$ cat config.mk
export PLATFORM = sky130hd
export DESIGN_NAME = mul_iter_unit_flat
export DESIGN_NICKNAME = d
export VERILOG_FILES = /design/src/rtl/mul_iter_unit_if.sv /design/src/rtl/mul_iter_unit.sv /design/src/flat_wrapper.sv
export SDC_FILE = /design/constraint.sdc
export NUM_CORES = 1
export LEC_CHECK = 0
export BUFFER_PORTS_ARGS = -buffer_cell sky130_fd_sc_hd__clkbuf_2
export CORE_UTILIZATION = 40
export DETAILED_ROUTE_END_ITERATION = 8
export GPL_ROUTABILITY_DRIVEN = 0
export PLACE_DENSITY = 0.69
export SLEW_MARGIN = 0
export SYNTH_ARGS = -nofsm -noshare
export SYNTH_HDL_FRONTEND = slang
export SYNTH_SLANG_ARGS = --single-unit
$ cat constraint.sdc
create_clock -name clk -period 3.9 [get_ports clk]
set_input_delay 0.585 -clock clk [delete_from_list [all_inputs] [get_ports clk]]
set_output_delay 0.585 -clock clk [all_outputs]
set_load 0.1 [all_outputs]
$ cat src/rtl/mul_iter_unit_if.sv
// mul_iter_unit_if: EX-stage handshake and operand bundle for mul_iter_unit.
//   start    : EX holds a multiply instruction
//   flush    : kill any in-flight multiply (taken branch/jump)
//   mul_ctrl : 00 MUL, 01 MULH, 10 MULHSU, 11 MULHU
//   src1/2   : forwarded rs1/rs2 operands
//   stall    : freeze IF/ID/EX (combinational)
//   busy     : operation in flight (registered)
//   valid    : one-cycle result strobe (registered)
//   result   : product word, held until the next valid
// master = pipeline side, slave = multiplier.
interface mul_iter_unit_if;
  logic        start;
  logic        flush;
  logic [1:0]  mul_ctrl;
  logic [31:0] src1;
  logic [31:0] src2;
  logic        stall;
  logic        busy;
  logic        valid;
  logic [31:0] result;

  modport master (
    output start, flush, mul_ctrl, src1, src2,
    input  stall, busy, valid, result
  );

  modport slave (
    input  start, flush, mul_ctrl, src1, src2,
    output stall, busy, valid, result
  );
endinterface

$ cat src/rtl/mul_iter_unit.sv
// mul_iter_unit: iterative RV32M multiplier (MUL/MULH/MULHSU/MULHU) for EX.
// Operands are converted to magnitudes at start, multiplied unsigned by
// shift-add over N iterations, then the sign is applied in a final step.
// Ports:
//   clk    : system clock
//   rst    : synchronous active-high reset
//   mul_if : mul_iter_unit_if.slave (start/flush/mul_ctrl/src1/src2 in,
//            stall/busy/valid/result out)
// Configuration macro MUL_RADIX4_EN:
//   defined   -> radix-4, 2 bits of B per cycle, 16 iterations (18-cycle latency)
//   undefined -> radix-2, 1 bit of B per cycle, 32 iterations (34-cycle latency)
module mul_iter_unit (
  input  logic           clk,
  input  logic           rst,
  mul_iter_unit_if.slave mul_if
);

`ifdef MUL_RADIX4_EN
  localparam int unsigned R = 2;
  localparam int unsigned N = 16;
`else
  localparam int unsigned R = 1;
  localparam int unsigned N = 32;
`endif
  localparam logic [5:0] N_CNT = 6'(N);

  typedef enum logic [1:0] {IDLE, CALC, SIGN} state_t;

  state_t      state_q, state_d;
  logic [65:0] acc_q;
  logic [65:0] a_q;        // magnitude of A, shifted left R bits per iteration
`ifdef MUL_RADIX4_EN
  logic [65:0] a3_q;       // 3A, shifted alongside a_q
`endif
  logic [31:0] b_q;        // magnitude of B, consumed LSB first
  logic [5:0]  cnt_q;
  logic        neg_q;
  logic [1:0]  ctrl_q;
  logic        busy_q;
  logic        valid_q;
  logic [31:0] result_q;

  logic        accept;
  logic        sign_a, sign_b;
  logic [31:0] mag_a, mag_b;
  logic [65:0] pp;
  logic [65:0] acc_d;
  logic [65:0] prod_d;
  logic [31:0] result_d;
  logic        stall;

  // Operand conditioning: only the signed operands of MULH/MULHSU are
  // converted to magnitude; MUL and MULHU pass through unchanged.
  always_comb begin
    sign_a = mul_if.src1[31] & ((mul_if.mul_ctrl == 2'b01) | (mul_if.mul_ctrl == 2'b10));
    sign_b = mul_if.src2[31] & (mul_if.mul_ctrl == 2'b01);
    mag_a  = sign_a ? (~mul_if.src1 + 32'd1) : mul_if.src1;
    mag_b  = sign_b ? (~mul_if.src2 + 32'd1) : mul_if.src2;
  end

  // The !valid term keeps the instruction whose result is strobing from
  // being accepted a second time while it is still in EX.
  assign accept = (state_q == IDLE) & mul_if.start & ~mul_if.flush & ~valid_q;

  // Partial product for the current iteration.
  always_comb begin
    pp = '0;
`ifdef MUL_RADIX4_EN
    unique case (b_q[1:0])
      2'b00: pp = '0;
      2'b01: pp = a_q;
      2'b10: pp = a_q << 1;
      2'b11: pp = a3_q;
    endcase
`else
    if (b_q[0]) pp = a_q;
`endif
  end

  assign acc_d = acc_q + pp;

  // Sign fix-up and word select; the shift-then-cast keeps the guard bits
  // of the accumulator out of the result without a separate slice.
  always_comb begin
    prod_d   = neg_q ? (~acc_q + 66'd1) : acc_q;
    result_d = 32'(prod_d >> ((ctrl_q == 2'b00) ? 7'd0 : 7'd32));
  end

  // State register.
  always_ff @(posedge clk) begin
    if (rst) state_q <= IDLE;
    else     state_q <= state_d;
  end

  // Next-state logic.
  always_comb begin
    state_d = state_q;
    unique case (state_q)
      IDLE: if (accept) state_d = CALC;
      CALC: begin
        if (mul_if.flush)       state_d = IDLE;
        else if (cnt_q == 6'd1) state_d = SIGN;
      end
      SIGN: state_d = IDLE;
      default: state_d = IDLE;
    endcase
  end

  // Output logic.
  always_comb begin
    stall = 1'b0;
    if (state_q != IDLE) stall = 1'b1;
    else                 stall = mul_if.start & ~mul_if.flush & ~valid_q;
  end

  // Datapath and registered outputs.
  always_ff @(posedge clk) begin
    if (rst) begin
      acc_q    <= '0;
      a_q      <= '0;
`ifdef MUL_RADIX4_EN
      a3_q     <= '0;
`endif
      b_q      <= '0;
      cnt_q    <= '0;
      neg_q    <= 1'b0;
      ctrl_q   <= 2'b00;
      busy_q   <= 1'b0;
      valid_q  <= 1'b0;
      result_q <= '0;
    end else begin
      valid_q <= 1'b0;
      unique case (state_q)
        IDLE: begin
          if (accept) begin
            a_q    <= {34'd0, mag_a};
`ifdef MUL_RADIX4_EN
            a3_q   <= {34'd0, mag_a} + {33'd0, mag_a, 1'b0};
`endif
            b_q    <= mag_b;
            neg_q  <= sign_a ^ sign_b;
            ctrl_q <= mul_if.mul_ctrl;
            acc_q  <= '0;
            cnt_q  <= N_CNT;
            busy_q <= 1'b1;
          end
        end
        CALC: begin
          if (mul_if.flush) begin
            busy_q <= 1'b0;
          end else begin
            acc_q <= acc_d;
            a_q   <= a_q << R;
`ifdef MUL_RADIX4_EN
            a3_q  <= a3_q << R;
`endif
            b_q   <= b_q >> R;
            cnt_q <= cnt_q - 6'd1;
          end
        end
        SIGN: begin
          busy_q <= 1'b0;
          if (!mul_if.flush) begin
            result_q <= result_d;
            valid_q  <= 1'b1;
          end
        end
        default: busy_q <= 1'b0;
      endcase
    end
  end

  assign mul_if.stall  = stall;
  assign mul_if.busy   = busy_q;
  assign mul_if.valid  = valid_q;
  assign mul_if.result = result_q;

endmodule

$ cat src/flat_wrapper.sv
// flat-port wrapper written by rule: the top's interface ports become plain ports
module mul_iter_unit_flat 
  (clk, rst, mul_if_start, mul_if_flush, mul_if_mul_ctrl, mul_if_src1, mul_if_src2, mul_if_stall, mul_if_busy, mul_if_valid, mul_if_result);
  mul_iter_unit_if mul_if_i ();
  input  logic clk;
  input  logic rst;
  input wire logic [$bits(mul_if_i.start)-1:0] mul_if_start;
  input wire logic [$bits(mul_if_i.flush)-1:0] mul_if_flush;
  input wire logic [$bits(mul_if_i.mul_ctrl)-1:0] mul_if_mul_ctrl;
  input wire logic [$bits(mul_if_i.src1)-1:0] mul_if_src1;
  input wire logic [$bits(mul_if_i.src2)-1:0] mul_if_src2;
  output wire logic [$bits(mul_if_i.stall)-1:0] mul_if_stall;
  output wire logic [$bits(mul_if_i.busy)-1:0] mul_if_busy;
  output wire logic [$bits(mul_if_i.valid)-1:0] mul_if_valid;
  output wire logic [$bits(mul_if_i.result)-1:0] mul_if_result;
  assign mul_if_i.start = mul_if_start;
  assign mul_if_i.flush = mul_if_flush;
  assign mul_if_i.mul_ctrl = mul_if_mul_ctrl;
  assign mul_if_i.src1 = mul_if_src1;
  assign mul_if_i.src2 = mul_if_src2;
  assign mul_if_stall = mul_if_i.stall;
  assign mul_if_busy = mul_if_i.busy;
  assign mul_if_valid = mul_if_i.valid;
  assign mul_if_result = mul_if_i.result;
  mul_iter_unit u_core (.clk(clk), .rst(rst), .mul_if(mul_if_i));
endmodule
==> metrics, run 1 <==
status complete, no violations; maximum VDD drop 0.306 mV; remaining antenna violation count 0; total via count after detailed routing between 15000 and 20000; endpoint of the lowest-slack register-to-register path u_core.acc_q[56]$_SDFFE_PP0P_; share of synthesized flip-flops with an asynchronous set or reset 0; slew at the pin with the worst max-slew slack approximately 1.2 ns; area delta synth->final 15.1%; placed wire-length estimate after detailed placement roughly 34 mm; Area contributors post-synth sky130_fd_sc_hd__dfxtp_1 (28%), sky130_fd_sc_hd__a21oi_1 (8.0%), sky130_fd_sc_hd__nand2_1 (6.4%); CP required roughly 4.3 ns; largest buffer count on any clock path 3; Top FF cell, synth sky130_fd_sc_hd__dfxtp_1; share of synthesized area occupied by flip-flops and latches 0.278; Synth cell types 78; max cap viols 0; total negative slack for setup checks 0 ns; worst min-delay path endpoint u_core.ctrl_q[1]$_SDFFE_PP0P_; part of the total power dissipated in sequential elements 0.405; fill cell total of the finished layout around 3600; aggregate global routing overflow 0; CP Max Fanout 5; placement row count 69; area used by sequential logic in the layout about 4100 um^2; kind of end point of the critical path flip-flop; number of global-route vias before repair 14196; cell chain of the critical path and2_1, ha_1, inv_1, fa_2, nor2b_2, o2111ai_2, a211o_1, a311o_1, a2111oi_4, buf_4, o21ai_1, a21o_1, a211o_1, a21o_1, a32o_1; family with the most delay on the worst path compound AO/OA/AOI/OAI gates; pin count of the biggest net entering global routing 73; IO Pins between 100 and 150; root buf cell sky130_fd_sc_hd__clkbuf_16; depth of the worst register-to-register path 15; clock insertion delay at the later pin of the skew report 0.55 ns; Post-Synthesis Cell Area 14700 um^2; final setup violation count 0; standard cell core area roughly 36000 um^2; post-DR vias/cell just under 6; worst-case clock skew between 0.02 and 0.025 ns; worst hold path depth 3; Max Clock Freq roughly 0.26 GHz; startpoint type of the worst setup path flip-flop; hold violation total from the final report 0; Yosys warnings 0; clock tree sinks between 200 and 250; clock share of power 0.467; initial antenna violation count 0; number of standard cells after synthesis a little over 2000; initial DRC count 1264; Die X-Extent 194 um; total CTS buffers 25; share of cells above drive strength 1 0.125; Switching Fraction 0.275; Hold/Removal Path Class in2reg; Buf/Inv on CP 2; flop and latch count out of synthesis ~210; setup slack on the worst flop-to-flop path between 0.08 and 0.09 ns; worst slew slack as a fraction of its limit 0.227; final critical path time including I/O delays and setup about 3.8 ns; cell area power density about 320 nW/um^2; clock tree from TritonCTS yes; core utilization of the finished layout 0.472; Ant. Diodes 0; wire length per cell between 15 and 20 um; WP data arrival 4.25 ns; combinational share of power 0.127; Final Net Count 2259; Cell Int Power between 3000 and 4000 uW; count of TritonRoute iterations in the first routing pass 7; delay of the slowest cell on the worst path approximately 0.36 ns; portion of synthesized cell area occupied by the leading cell type 0.278; deepest level of the CTS H-tree 1; floorplan die area 37600 um^2; portion of the clock cycle consumed by the worst path in the final layout 0.977; global-route wire length before repair ~74 mm; number of nets produced by synthesis around 2200; hold path startpoint mul_if_mul_ctrl[1]; vertical die dimension a little under 200 um; Setup Crit Path Kind reg2reg; Critical R2R Launch u_core.b_q[0]$_SDFFE_PP0P_; library cell contributing the largest single delay on the critical path sky130_fd_sc_hd__dfxtp_2; DRC violations left 0; register clock-pin slew on the reported worst setup and hold paths roughly 0.06 ns; area used by multi-input combinational logic roughly 10000 um^2; hold buffers post-CTS 0; sum of routed wire length over all layers approximately 46 mm; initial cell density of the core 0.410; Avg Inst Size Synth 7.24 um^2; Post-synth EDFFs 0; number of pins with negative max-slew slack in the final report 0; dominant cell type by area after synthesis sky130_fd_sc_hd__dfxtp_1; power dissipated by switching net loads about 1500 uW; Overall Global Routing Usage 0.237; Leak ~0.007 uW; buffers added on ports roughly 100
==> worst min-delay path, stage by stage <==
cell and delay (ns):
sky130_fd_sc_hd__clkbuf_2 0.11, sky130_fd_sc_hd__nand2_1 0.06, sky130_fd_sc_hd__a21oi_1 0.05
==> sequential cells by signal, indices dropped and copies added (netlist names) <==
| signal | flops |
|---|---|
| u_core.mul_if.valid | 1 |
| u_core.cnt_q | 6 |
| u_core.ctrl_q | 2 |
| u_core.acc_q | 64 |
| u_core.mul_if.result | 32 |
| u_core.a_q | 64 |
| u_core.b_q | 32 |
| u_core.state_q | 2 |
| u_core.neg_q | 1 |
| u_core.mul_if.busy | 1 |
==> layer usage <==
layer | vias up | wire [um] | global-route usage
met4 | 0 | 1410 | 0.0758
met5 | - | 0 | 0
met1 | 7298 | 20600 | 0.317
met3 | 93 | 3420 | 0.0395
met2 | 566 | 20600 | 0.386
li1 | 7537 | - | -
==> cell usage in the layout, fill, tap and decap left out, types with 10 or more instances in the layout <==
| master | n |
|---|---|
| sky130_fd_sc_hd__buf_4 | 79 |
| sky130_fd_sc_hd__a21oi_1 | 234 |
| sky130_fd_sc_hd__clkbuf_16 | 25 |
| sky130_fd_sc_hd__ha_1 | 69 |
| sky130_fd_sc_hd__nor3_1 | 45 |
| sky130_fd_sc_hd__a311oi_1 | 10 |
| sky130_fd_sc_hd__nor4_1 | 24 |
| sky130_fd_sc_hd__a31oi_1 | 23 |
| sky130_fd_sc_hd__and2_1 | 68 |
| sky130_fd_sc_hd__o211ai_1 | 11 |
| sky130_fd_sc_hd__o21a_1 | 12 |
| sky130_fd_sc_hd__or4_1 | 14 |
| sky130_fd_sc_hd__o21bai_1 | 19 |
| sky130_fd_sc_hd__a211oi_1 | 52 |
| sky130_fd_sc_hd__nor2_1 | 219 |
| sky130_fd_sc_hd__o21ai_1 | 22 |
| sky130_fd_sc_hd__xnor2_1 | 70 |
| sky130_fd_sc_hd__clkbuf_2 | 103 |
| sky130_fd_sc_hd__o31ai_1 | 23 |
| sky130_fd_sc_hd__nand3_1 | 69 |
| sky130_fd_sc_hd__a22oi_1 | 27 |
| sky130_fd_sc_hd__dfxtp_1 | 203 |
| sky130_fd_sc_hd__or3_1 | 34 |
| sky130_fd_sc_hd__a21o_1 | 33 |
| sky130_fd_sc_hd__nand2b_1 | 10 |
| sky130_fd_sc_hd__inv_1 | 36 |
| sky130_fd_sc_hd__o21ai_0 | 106 |
| sky130_fd_sc_hd__nand2_1 | 252 |
| sky130_fd_sc_hd__nand4_1 | 19 |
| sky130_fd_sc_hd__xor2_1 | 59 |
==> power groups by stage <==
stage | Combinational (uW) | Sequential (uW) | Clock (uW)
floorplan | 486 | 2240 | 0
global placement | 675 | 2260 | 0
detailed placement | 689 | 2260 | 0
CTS | 694 | 2210 | 2580
global route | 772 | 2220 | 2670
finish | 696 | 2210 | 2550
==> synthesized netlist by cell type (34+ instances only) <==
cell,number
sky130_fd_sc_hd__a211oi_1,52
sky130_fd_sc_hd__a21oi_1,235
sky130_fd_sc_hd__and2_1,68
sky130_fd_sc_hd__clkbuf_1,119
sky130_fd_sc_hd__dfxtp_1,205
sky130_fd_sc_hd__ha_1,69
sky130_fd_sc_hd__inv_1,36
sky130_fd_sc_hd__nand2_1,253
sky130_fd_sc_hd__nand3_1,69
sky130_fd_sc_hd__nor2_1,223
sky130_fd_sc_hd__nor3_1,45
sky130_fd_sc_hd__o21ai_0,106
sky130_fd_sc_hd__or3_1,34
sky130_fd_sc_hd__xnor2_1,70
sky130_fd_sc_hd__xor2_1,59
==> what timing repair did <==
item                                    4_1_cts  5_1_grt
endpoints found under the setup margin        7       12
gates resized for setup                       4        8
buffers inserted                              1        1
gates cloned                                  0        0
pin swaps                                     2        1
==> through the flow <==
stage / std cells / instance area, um^2 / total power, uW / setup slack (ns) / hold WS, ns
6_report: 2599 / 17000 / 5460 / 0.0881 / 0.330
5_1_grt: 2599 / 17000 / 5660 / -0.0436 / 0.335
4_1_cts: 2598 / 16900 / 5490 / 0.00222 / 0.304
3_5_place_dp: 2551 / 16000 / 2950 / -0.112 / 0.443
3_3_place_gp: 2551 / 16000 / 2930 / 0.00883 / 0.438
2_1_floorplan: 2036 / 14700 / 2720 / 0.0223 / 0.431
==> kinds of logic after synthesis <==
kind of cell	count (synthesis)	synth area share
AO/OA/AOI/OAI	662	0.282
XOR/XNOR	129	0.0767
adder cells (fa/ha/maj)	70	0.0599
buffers and inverters	166	0.0435
flip-flops	205	0.278
multiplexers	6	0.00501
AND/OR/NAND/NOR	798	0.254
==> cell type report <==
cell class	count	share of cell area
clock buffers	32	0.0420
well taps	461	0.0340
multi-input cells	1665	0.593
inverters	37	0.00819
clock inverters	14	0.0114
repair buffers	185	0.0689
flip-flops and latches	205	0.242
==> how the worst max path moves through the flow <==
stage | from | endpoint | cells past startpoint
finish | u_core.b_q[0]$_SDFFE_PP0P_ | u_core.acc_q[56]$_SDFFE_PP0P_ | 15
global route | u_core.b_q[0]$_SDFFE_PP0P_ | u_core.acc_q[56]$_SDFFE_PP0P_ | 15
CTS | u_core.b_q[0]$_SDFFE_PP0P_ | u_core.acc_q[56]$_SDFFE_PP0P_ | 15
detailed placement | u_core.b_q[0]$_SDFFE_PP0P_ | u_core.acc_q[49]$_SDFFE_PP0P_ | 15
global placement | u_core.b_q[0]$_SDFFE_PP0P_ | u_core.acc_q[56]$_SDFFE_PP0P_ | 15
floorplan | u_core.b_q[0]$_SDFFE_PP0P_ | u_core.acc_q[56]$_SDFFE_PP0P_ | 16
No activity file was read; power rests on OpenSTA's default activity.
==> inputs of run 2 (changes only) <==
- CORE_ASPECT_RATIO: default -> 0.75
==> metrics, run 2 (synthesis gave the netlist of run 1 again) <==
final critical path time including I/O delays and setup 3.80 ns (was 3.81 ns); total via count after detailed routing 15701 (was 15494); aggregate global routing overflow 0 (unchanged); register clock-pin slew on the reported worst setup and hold paths 0.07 ns (was 0.06 ns); status complete, no violations (unchanged); remaining antenna violation count 0 (unchanged); clock tree sinks 205 (unchanged); slew at the pin with the worst max-slew slack 1.14 ns (was 1.16 ns); root buf cell sky130_fd_sc_hd__clkbuf_16 (unchanged); largest buffer count on any clock path 3 (unchanged); worst slew slack as a fraction of its limit 0.241 (was 0.227); worst hold path depth 3 (unchanged); final setup violation count 0 (unchanged); floorplan die area 37600 um^2 (about the same); Die X-Extent 224 um (was 194 um); hold buffers post-CTS 0 (unchanged); CP Max Fanout 5 (unchanged); unrepaired setup endpoints after global routing true; worst hold margin 0.301 ns (was 0.330 ns); sum of routed wire length over all layers 46.7 mm (was 46.0 mm); maximum VDD drop 0.233 mV (was 0.306 mV); global-route wire length before repair 75.4 mm (was 74.2 mm); Setup Crit Path Kind reg2reg (unchanged); registers with the most flip-flops u_core.a_q x64, u_core.acc_q x64 (unchanged); Critical Path Start u_core.a_q[0]$_SDFFE_PP0P_ (was u_core.b_q[0]$_SDFFE_PP0P_); initial DRC count 1484 (was 1264); initial cell density of the core 0.409 (was 0.410); area delta synth->final 14.7% (was 15.1%); leading cell type in the layout, fill and taps excluded sky130_fd_sc_hd__nand2_1 (unchanged); deepest level of the CTS H-tree 1 (unchanged); share of cells above drive strength 1 0.126 (was 0.125); worst-case clock skew 0.0250 ns (was 0.0242 ns); number of pins with negative max-slew slack in the final report 0 (unchanged); Critical R2R Launch u_core.a_q[0]$_SDFFE_PP0P_ (was u_core.b_q[0]$_SDFFE_PP0P_); clock insertion delay at the later pin of the skew report 0.55 ns (about the same); pin count of the biggest net entering global routing 114 (was 73); WP data arrival 4.25 ns (about the same); Leak 0.00694 uW (was 0.00698 uW); area post-placement 15900 um^2 (was 16000 um^2); hold violation total from the final report 0 (unchanged); startpoint type of the worst setup path flip-flop (unchanged); vertical die dimension 168 um (was 194 um); placed wire-length estimate after detailed placement 34.4 mm (was 34.3 mm); final standard cell area without fillers 16900 um^2 (was 17000 um^2); standard cell core area 36000 um^2 (was 35900 um^2); total CTS buffers 25 (unchanged); count of TritonRoute iterations in the first routing pass 6 (was 7); buffers added on ports 104 (unchanged); Max Clock Freq 0.263 GHz (was 0.262 GHz); IO Pins 105 (unchanged); number of global-route vias before repair 14442 (was 14196); Overall Global Routing Usage 0.242 (was 0.237); clock tree from TritonCTS yes (unchanged); initial antenna violation count 0 (unchanged); depth of the worst register-to-register path 15 (unchanged); post-DR vias/cell 6.04 (was 5.96); portion of the clock cycle consumed by the worst path in the final layout 0.974 (was 0.977); placement row count 60 (was 69); wire length per cell 18.0 um (was 17.7 um); most used cells in the layout excluding fill and tap cells sky130_fd_sc_hd__nand2_1 (252), sky130_fd_sc_hd__a21oi_1 (235), sky130_fd_sc_hd__nor2_1 (219), sky130_fd_sc_hd__dfxtp_1 (203), sky130_fd_sc_hd__o21ai_0 (105) (was sky130_fd_sc_hd__nand2_1 (252), sky130_fd_sc_hd__a21oi_1 (234), sky130_fd_sc_hd__nor2_1 (219), sky130_fd_sc_hd__dfxtp_1 (203), sky130_fd_sc_hd__o21ai_0 (106)); hold path startpoint mul_if_mul_ctrl[1] (unchanged); max cap viols 0 (unchanged); Hold/Removal Path Class in2reg (unchanged); cell area power density 315 nW/um^2 (was 322 nW/um^2); Final Net Count 2256 (was 2259); CP required 4.35 ns (was 4.34 ns); kind of end point of the critical path flip-flop (unchanged); smallest setup slack after layout 0.100 ns (was 0.0881 ns); Place WS -0.101 ns (was -0.112 ns); DRC violations left 0 (unchanged)
[run 2: where the power goes]
group / switching (uW) / leakage, uW / total (uW) / internal [uW]
clock: 965 / 0.000421 / 2410 / 1440
sequential: 55.7 / 0.00166 / 2210 / 2160
combinational: 463 / 0.00486 / 706 / 243
total: 1480 / 0.00694 / 5330 / 3850
[run 2: area by class of cell]
cell class	instances	area (um^2)
Inverter	37	139
Tap cell	465	582
Sequential cell	205	4110
Antenna cell	1	2.50
Clock buffer	37	741
Fill cell	3559	19100
Multi-Input combinational cell	1665	10100
Timing Repair Buffer	182	1110
Clock inverter	9	103
[run 2: worst paths after layout]
| check | to | slack, ns |
|---|---|---|
| worst max-delay path | u_core.acc_q[56]$_SDFFE_PP0P_ | 0.10 |
| worst min-delay path | u_core.ctrl_q[1]$_SDFFE_PP0P_ | 0.30 |
| worst max register to register | u_core.acc_q[56]$_SDFFE_PP0P_ | 0.10 |
| worst min register to register | u_core.mul_if.result[26]$_SDFFE_PP0P_ | 0.45 |
[run 2: through the flow]
step           cells  total power, uW  utilization  TNS (ns)
2_1_floorplan   2036             2720            -         0
3_3_place_gp    2551             2930        0.443  -0.00872
3_5_place_dp    2551             2950        0.443    -0.170
4_1_cts         2598             5360        0.466         0
5_1_grt         2600             5540        0.469   -0.0128
6_report        2601             5330        0.469         0
[run 2: worst max-delay path, stage by stage, from the launching register on]
cell	delay (ns)
sky130_fd_sc_hd__dfxtp_1	0.33
sky130_fd_sc_hd__and2_4	0.13
sky130_fd_sc_hd__ha_2	0.17
sky130_fd_sc_hd__inv_1	0.06
sky130_fd_sc_hd__fa_2	0.40
sky130_fd_sc_hd__nor2b_4	0.15
sky130_fd_sc_hd__o2111ai_4	0.13
sky130_fd_sc_hd__a211o_1	0.32
sky130_fd_sc_hd__a311o_1	0.40
sky130_fd_sc_hd__a2111oi_2	0.33
sky130_fd_sc_hd__buf_4	0.18
sky130_fd_sc_hd__o21ai_1	0.09
sky130_fd_sc_hd__a21o_1	0.26
sky130_fd_sc_hd__a211o_1	0.34
sky130_fd_sc_hd__a21o_1	0.18
sky130_fd_sc_hd__a32o_1	0.24
[run 2: metal layers]
metal	vias to the layer above	wire length [um]	track usage
met5	-	0	0
met4	0	1610	0.0843
met3	100	3470	0.0253
met2	685	20300	0.380
met1	7389	21300	0.343
li1	7527	-	-
[run 2: repair_timing]
item                       4_1_cts  5_1_grt
resized for setup                1       20
setup endpoints to repair        3       16
pin swaps                        2        4
setup buffers                    1        2
